<file path="src/rtl/pc_pkg.sv">
// Shared opcode encoding and helpers for the program-counter sequencer.
package pc_pkg;

    typedef enum logic [2:0] {
        NOP  = 3'd0,
        INC  = 3'd1,
        JMP  = 3'd2,
        BR   = 3'd3,
        CALL = 3'd4,
        RET  = 3'd5
    } pc_op_t;

    localparam int SEXT_W = 32;

    // Sign-extend the low w bits of v to SEXT_W bits.
    function automatic logic [SEXT_W-1:0] sext32(input logic [SEXT_W-1:0] v,
                                                  input int unsigned      w);
        logic signed [SEXT_W-1:0] t;
        t = signed'(v << (SEXT_W - w));
        return unsigned'(t >>> (SEXT_W - w));
    endfunction

endpackage

</file>
<file path="src/rtl/pc_ret_stack.sv">
// Return-address LIFO; push and pop are mutually exclusive at the caller.
module pc_ret_stack #(
    parameter int DEPTH  = 4,
    parameter int ADDR_W = 7,
    parameter int SP_W   = $clog2(DEPTH + 1)
) (
    input  logic              clk,
    input  logic              clear_n,
    input  logic              clear,
    input  logic              push,
    input  logic              pop,
    input  logic [ADDR_W-1:0] din,
    output logic [ADDR_W-1:0] dout,
    output logic [SP_W-1:0]   sp,
    output logic              full,
    output logic              empty
);

    localparam int IDX_W = (DEPTH > 1) ? $clog2(DEPTH) : 1;

    logic [ADDR_W-1:0] mem_q [2**IDX_W];
    logic [SP_W-1:0]   sp_q, sp_d;
    logic [IDX_W-1:0]  wr_idx, top_idx;
    logic              wr_en;

    assign full  = (sp_q == SP_W'(DEPTH));
    assign empty = (sp_q == '0);
    assign sp    = sp_q;

    always_comb begin
        sp_d    = sp_q;
        wr_en   = 1'b0;
        wr_idx  = IDX_W'(sp_q);
        top_idx = IDX_W'(sp_q - SP_W'(1));
        if (clear) begin
            sp_d = '0;
        end else if (push && !full) begin
            sp_d  = sp_q + SP_W'(1);
            wr_en = 1'b1;
        end else if (pop && !empty) begin
            sp_d = sp_q - SP_W'(1);
        end
    end

    assign dout = mem_q[top_idx];

    always_ff @(posedge clk or negedge clear_n) begin
        if (!clear_n) sp_q <= '0;
        else          sp_q <= sp_d;
    end

    // Entry contents are never reset; only entries below sp are ever read.
    always_ff @(posedge clk) begin
        if (wr_en) mem_q[wr_idx] <= din;
    end

endmodule

</file>
<file path="src/rtl/pc_sequencer.sv">
// Program-counter sequencer: increment, jump, relative branch and call/return
// with a small return-address stack. All outputs are registered.
module pc_sequencer
    import pc_pkg::*;
#(
    parameter int                ADDR_W      = 7,
    parameter int                OFF_W       = 5,
    parameter int                STACK_DEPTH = 4,
    parameter bit                WRAP_EN     = 1'b1,
    parameter logic [ADDR_W-1:0] RESET_ADDR  = '0,
    parameter int                SP_W        = $clog2(STACK_DEPTH + 1)
) (
    input  logic              clk,
    input  logic              clear_n,
    input  logic              clear,
    input  logic              stall,
    input  logic [2:0]        op,
    input  logic [ADDR_W-1:0] target,
    input  logic [OFF_W-1:0]  offset,
    input  logic              cond,
    output logic [ADDR_W-1:0] address,
    output logic              done,
    output logic              stack_err,
    output logic [SP_W-1:0]   sp
);

    localparam logic [ADDR_W-1:0] MAX_ADDR = '1;

    logic [ADDR_W-1:0] address_q, address_d;
    logic              done_q, done_d;
    logic              stack_err_q, stack_err_d;

    logic              push, pop, full, empty;
    logic [ADDR_W-1:0] stk_dout;
    logic [ADDR_W-1:0] addr_plus1, br_addr, inc_addr;
    logic              inc_done;
    logic [SEXT_W-1:0] off_ext;

    pc_ret_stack #(
        .DEPTH  (STACK_DEPTH),
        .ADDR_W (ADDR_W),
        .SP_W   (SP_W)
    ) u_stack (
        .clk     (clk),
        .clear_n (clear_n),
        .clear   (clear),
        .push    (push),
        .pop     (pop),
        .din     (addr_plus1),
        .dout    (stk_dout),
        .sp      (sp),
        .full    (full),
        .empty   (empty)
    );

    always_comb begin
        off_ext    = sext32(SEXT_W'(offset), OFF_W);
        addr_plus1 = address_q + ADDR_W'(1);
        br_addr    = address_q + off_ext[ADDR_W-1:0];
        // Saturating mode: once at the top (or already done) INC parks the address.
        if (!WRAP_EN && (done_q || address_q == MAX_ADDR)) begin
            inc_addr = address_q;
            inc_done = 1'b1;
        end else begin
            inc_addr = addr_plus1;
            inc_done = done_q;
        end
    end

    always_comb begin
        address_d   = address_q;
        done_d      = done_q;
        stack_err_d = stack_err_q;
        push        = 1'b0;
        pop         = 1'b0;
        if (clear) begin
            address_d   = RESET_ADDR;
            done_d      = 1'b0;
            stack_err_d = 1'b0;
        end else if (!stall) begin
            case (op)
                INC: begin
                    address_d = inc_addr;
                    done_d    = inc_done;
                end
                JMP: address_d = target;
                BR: begin
                    if (cond) begin
                        address_d = br_addr;
                    end else begin
                        address_d = inc_addr;
                        done_d    = inc_done;
                    end
                end
                CALL: begin
                    if (!full) begin
                        push      = 1'b1;
                        address_d = target;
                    end else begin
                        stack_err_d = 1'b1;
                    end
                end
                RET: begin
                    if (!empty) begin
                        pop       = 1'b1;
                        address_d = stk_dout;
                    end else begin
                        stack_err_d = 1'b1;
                    end
                end
                default: ;
            endcase
        end
    end

    always_ff @(posedge clk or negedge clear_n) begin
        if (!clear_n) begin
            address_q   <= RESET_ADDR;
            done_q      <= 1'b0;
            stack_err_q <= 1'b0;
        end else begin
            address_q   <= address_d;
            done_q      <= done_d;
            stack_err_q <= stack_err_d;
        end
    end

    assign address   = address_q;
    assign done      = done_q;
    assign stack_err = stack_err_q;

endmodule

</file>
<file path="config.mk">
export PLATFORM = sky130hd
export DESIGN_NAME = pc_sequencer
export DESIGN_NICKNAME = d
export VERILOG_FILES = /design/src/rtl/pc_pkg.sv /design/src/rtl/pc_ret_stack.sv /design/src/rtl/pc_sequencer.sv
export SDC_FILE = /design/constraint.sdc
export NUM_CORES = 1
export LEC_CHECK = 0
export BUFFER_PORTS_ARGS = -buffer_cell sky130_fd_sc_hd__buf_2
export CORE_ASPECT_RATIO = 0.7
export CORE_MARGIN = 5
export CORE_UTILIZATION = 25
export DETAILED_ROUTE_END_ITERATION = 6
export GPL_TIMING_DRIVEN = 0
export PLACE_DENSITY = 0.47
export SLEW_MARGIN = 0
export SYNTH_ARGS = -nofsm -noshare
export SYNTH_HDL_FRONTEND = slang
export SYNTH_SLANG_ARGS = --single-unit
</file>
<file path="constraint.sdc">
create_clock -name clk -period 2.6 [get_ports clk]
set_input_delay 0.39 -clock clk [delete_from_list [all_inputs] [get_ports clk]]
set_output_delay 0.39 -clock clk [all_outputs]
set_load 0.03 [all_outputs]
</file>
==> results of run 1 <==
[Yosys cell counts (4+ instances only)]
cell type / number / area [µm²]
o211ai_1: 5 / 37.5
nor2_1: 20 / 75.1
nand3_1: 7 / 35.0
a21oi_1: 10 / 50.1
ha_1: 12 / 150
mux2i_1: 9 / 90.1
and2_1: 5 / 31.3
edfxtp_1: 28 / 841
clkbuf_1: 4 / 15.0
nand2_1: 9 / 33.8
a31oi_1: 4 / 25.0
o21ai_0: 9 / 45.0
xnor2_1: 8 / 70.1
dfrtp_1: 11 / 275
inv_1: 14 / 52.6
nor2b_1: 4 / 25.0
nor3_1: 6 / 30.0
a211oi_1: 4 / 30.0
nand2b_1: 5 / 31.3
[worst max-delay path: stages (launching register included)]
cell and delay (ps):
dfrtp_2 470, buf_4 260, inv_1 170, ha_4 220, a2111o_1 510, nor2_1 170
and2_2 300
[power groups by stage]
| stage | Sequential, mW | Combinational [mW] | Clock [mW] |
|---|---|---|---|
| global placement | 0.723 | 0.303 | 0 |
| finish | 0.710 | 0.315 | 0.631 |
| floorplan | 0.739 | 0.191 | 0 |
| detailed placement | 0.723 | 0.303 | 0 |
| CTS | 0.710 | 0.311 | 0.639 |
| global route | 0.713 | 0.348 | 0.671 |
[final timing paths]
check                      cells after the start          start  slack, ps                  end
max reg2reg                                    6  u_stack.sp[0]        180  u_stack.mem_q[1][2]
min in group asynchronous                      2        clear_n        540           address[2]
max                                            6  u_stack.sp[0]        180  u_stack.mem_q[1][2]
min                                            3          clear        430           address[5]
max in group asynchronous                      2        clear_n       1790        u_stack.sp[0]
min reg2reg                                    2      stack_err        530            stack_err
[final cells by class]
class	instances	area, µm²	area share
Buffer	10	66.3	0.0224
Inverter	15	58.8	0.0198
Clock buffer	5	125	0.0422
Sequential cell	39	1120	0.377
Clock inverter	3	23.8	0.00802
Multi-Input combinational cell	163	1270	0.428
Timing Repair Buffer	28	145	0.0489
Tap cell	128	160	0.0540
[sequential cells by signal, indices dropped and copies added, names as in the netlist]
register	flops
address	7
stack_err	1
u_stack.sp	3
u_stack.mem_q	28
[metal layers]
metal / share of wire / routed length [µm]
met1: 0.56 / 3800
met5: 0 / 0
met4: 0.0065 / 44
met2: 0.38 / 2570
met3: 0.057 / 387
[what timing repair did]
| action | in CTS | in global routing |
|---|---|---|
| resized for setup | 9 | 1 |
| endpoints found under the setup margin | 34 | 1 |
| cloned | 0 | 0 |
| pin swaps | 0 | 0 |
| hold buffers | 1 | 0 |
| hold endpoints to repair | 11 | 0 |
[logic make-up (layout without fill, tap and decap cells)]
family,after synthesis,after routing
xor+xnor,11,11
mux,14,14
fa+ha+maj,13,13
other cells,1,1
compound gates,57,57
simple gates,67,67
buf+inv,26,61
flops,39,39
==> results.cfg, run 1 <==
[sta]
period_needed_ps = 2420
min_period_over_period = 0.930
setup-tns-final_ps = 0
fin_ws_ps = 183
setup-violations-final = 0
relSlewSlack = 0.558
hold_viol = 0
fmax_mhz = 414
clock_skew_ps = 11.0
rsz0062_at_grt = no
holdWs_ps = 433
worst_slew_pin_slew_ps = 657
slew_violations = 0

[cells_and_area]
fillers = 1026
layout_commonest_cell = buf_2
final_nets = 295
finalNonFillerCells = 391
diodes = 0
area_growth_pct = 19.8
final_area_um2 = 2970
final_util = 0.306
layout_common_cells = buf_2, edfxtp_1, nor2_1
drive_gt1_frac = 0.247

[power]
combPwrFrac = 0.190
p_int_mw = 1.17
peakVddDrop_uv = 197
p_clk_frac = 0.381
p_leak_nw = 1.13
switching_share = 0.294
power_density_nw_per_um2 = 558
pwr-share-seq = 0.429
power.total_mw = 1.66
power.switching_uw = 487

[critical_path]
cp-end-kind = register
worstSetupStartpointType = register
crit_required_ps = 2570
path_class = register to register
critPathArrivalTime_ps = 2390
critPathMaxFanout = 10

[clock_network]
cts_buffer_depth = 2
clock-sinks = 39
clk_latency_ps = 290
clkTransAtPathRegs_ps = 70
cts_root_buffer = clkbuf_16
htreeDepth = 2
cts_tree = built
cts_made_buffers = 5
cts_setup_buffers = 0

[die]
dieArea_um2 = 12000
start_util = 0.256
rows = 30
ioPinCount = 32
fp.dieH_um = 93.2
dieWidth_um = 129
fp.coreArea_um2 = 9680

[yosys]
synthAdderAreaFrac = 0.0688
synth_fp_nets = 261
synth-seq-cells = 39
synth_compound_area_frac = 0.173
synth_top_family_by_area = compound AO/OA/AOI/OAI gates
async_flop_share = 0.282
synth_cells = 228
ys_types = 57
synth_warnings = 0
syn-cell-area_um2 = 2470
syn_area_per_cell_um2 = 10.9
synth_xor_area_frac = 0.0389
seq_area_frac_synth = 0.451
synth-edff-count = 28
synth_flop_cell = edfxtp_1
yosys.area_share.simple = 0.142
synth_mux_area_frac = 0.0728

[place]
placed_cells = 383
gp_congestion = 0.816
postPlaceCellArea_um2 = 2780
port_buffers = 27
post-dp-hpwl_um = 5250
pre_cts_slack_ps = -275

[detailed_routing]
wire_per_inst_um = 17.4
drt_wl_total_um = 6800
drtIter0Drc = 118
drc = 0
dr_total_vias = 1900
via_per_inst = 4.86
dr.pass1.iters = 4
ant_nets = 0

[grt]
grt_use_met1 = 0.189
grt_pass1_wl_um = 11000
met3_usage = 0.0388
antenna_found_initial = 0
grt-busiest-layer = met1
grt_max_degree = 15
grtUsageMet2 = 0.154
overflow = 0
grtUsageTotal = 0.119
grt_pass1_vias = 1948

[worst_hold_path]
hold_class = input pin to register

[run]
drv_cap = 0

[run_status]
status = finished, final reports clean
(Power assumes the default switching activity.)
==> run 2, diff against run 1 <==
--- a/config.mk
+++ b/config.mk
@@ -8,10 +8,10 @@
 export BUFFER_PORTS_ARGS = -buffer_cell sky130_fd_sc_hd__buf_2
 export CORE_ASPECT_RATIO = 0.7
 export CORE_MARGIN = 5
-export CORE_UTILIZATION = 25
+export CORE_UTILIZATION = 30
 export DETAILED_ROUTE_END_ITERATION = 6
 export GPL_TIMING_DRIVEN = 0
-export PLACE_DENSITY = 0.47
+export PLACE_DENSITY = 0.53
 export SLEW_MARGIN = 0
 export SYNTH_ARGS = -nofsm -noshare
 export SYNTH_HDL_FRONTEND = slang
==> results.cfg, run 2 (synthesis results as in run 1) <==
[run_status]
status = finished, final reports clean

[die]
fp.coreArea_um2 = 7940
rows = 27
dieArea_um2 = 10200
start_util = 0.312
fp.dieH_um = 86.0
ioPinCount = 32
dieWidth_um = 119

[sta]
rsz0062_at_grt = no
setup-tns-final_ps = 0
min_period_over_period = 0.950
fin_ws_ps = 131
slew_violations = 0
setup-violations-final = 0
fmax_mhz = 405
holdWs_ps = 440
period_needed_ps = 2470
worst_slew_pin_slew_ps = 682
relSlewSlack = 0.542
hold_viol = 0
clock_skew_ps = 6.59

[grt]
grtUsageTotal = 0.131
grt_pass1_vias = 1871
overflow = 0
grt_max_degree = 12
grt_pass1_wl_um = 10500
antenna_found_initial = 0

[detailed_routing]
dr_total_vias = 1918
drt_wl_total_um = 6440
drc = 0
ant_nets = 0
drtIter0Drc = 179
wire_per_inst_um = 17.7
via_per_inst = 5.27
dr.pass1.iters = 4

[clock_network]
cts_tree = built
cts_root_buffer = clkbuf_16
cts_buffer_depth = 2
clkTransAtPathRegs_ps = 60
htreeDepth = 2
cts_made_buffers = 5
clock-sinks = 39
clk_latency_ps = 280

[critical_path]
critPathArrivalTime_ps = 2610
worstSetupStartpointType = register
crit_path_top_delay_cell = dfrtp_2
cp_num_buf_inv = 2
path_class = register to register
crit_path_max_incr_delay_ps = 460
crit_required_ps = 2740
critPathMaxFanout = 10
crit_chain = buf_4 -> inv_1 -> ha_2 -> nor2b_2 -> a31oi_4 -> nand2_1 -> a311oi_1 -> a211oi_1
cp_top_family = compound AO/OA/AOI/OAI gates
cp-end-kind = register

[cells_and_area]
diodes = 0
largest_reg_flops = 28
layout_commonest_cell = buf_2
area_growth_pct = 17.6
multiInputGateArea_um2 = 1260
fillers = 800
regArea_um2 = 1120
final_nets = 295
drive_gt1_frac = 0.240
final_area_um2 = 2910
largest_register = u_stack.mem_q
layout_common_cells = buf_2, edfxtp_1, nor2_1

[place]
port_buffers = 27
gp_congestion = 0.840
pre_cts_slack_ps = -203
post-dp-hpwl_um = 4960
postPlaceCellArea_um2 = 2740

[power]
power_density_nw_per_um2 = 552
peakVddDrop_uv = 224
p_leak_nw = 1.13

[worst_hold_path]
hold_class = input pin to register

[run]
drv_cap = 0
## run 2: changes by cell type in the layout (fill, tap and decap cells not counted), sizes merged
| cell | previous run | this run |
|---|---|---|
| inv | 16 | 15 |
| clkbuf | 8 | 9 |
| clkinvlp | 2 | 0 |
| clkinv | 0 | 2 |
## run 2: final timing paths
| check | startpoint | end | slack, ps | cells after the start |
|---|---|---|---|---|
| hold / removal | clear | address[6] | 440 | 3 |
| min in group asynchronous | clear_n | address[6] | 520 | 2 |
| setup reg to reg | u_stack.sp[0] | address[4] | 130 | 8 |
| hold reg to reg | stack_err | stack_err | 520 | 2 |
| max in group asynchronous | clear_n | u_stack.sp[0] | 1810 | 2 |
| setup / recovery | u_stack.sp[0] | address[4] | 130 | 8 |
## run 2: where the power goes
part / internal, mW / switching (mW) / total, mW
sequential: 0.688 / 0.0223 / 0.711
clock: 0.349 / 0.237 / 0.587
combinational: 0.119 / 0.189 / 0.308
total: 1.16 / 0.449 / 1.61
## run 2: tightest hold or removal path, stage by stage
cell and delay (ps):
buf_2 140, a31o_2 130, a211oi_2 30
## run 2: cell type report
| type | count | share of cell area |
|---|---|---|
| Multi-Input combinational cell | 163 | 0.433 |
| Sequential cell | 39 | 0.384 |
| Timing Repair Buffer | 28 | 0.0499 |
| Clock buffer | 6 | 0.0443 |
| Tap cell | 101 | 0.0434 |
| Buffer | 10 | 0.0228 |
| Inverter | 15 | 0.0202 |
| Clock inverter | 2 | 0.00258 |
## run 2: what timing repair did
item,in CTS,in global routing
hold endpoints to repair,5,0
hold buffers,1,0
setup endpoints to repair,33,26
pin swaps,0,0
resized for setup,7,2
buffers inserted,0,0
## run 2: metrics by stage
step / utilization / cells / power, mW
after detailed placement: 0.345 / 356 / 1.02
after global routing: 0.367 / 364 / 1.68
after global placement: 0.345 / 356 / 1.02
final: 0.367 / 364 / 1.61
after floorplan: - / 228 / 0.930
after CTS: 0.366 / 364 / 1.61
## run 2: layer usage
metal	global-route usage	wire length, µm	up-vias	share of wire
li1	-	-	930	-
met1	0.215	3370	926	0.52
met2	0.170	2610	62	0.41
met3	0.0349	454	0	0.070
met4	0.0154	0	0	0
met5	0	0	-	0
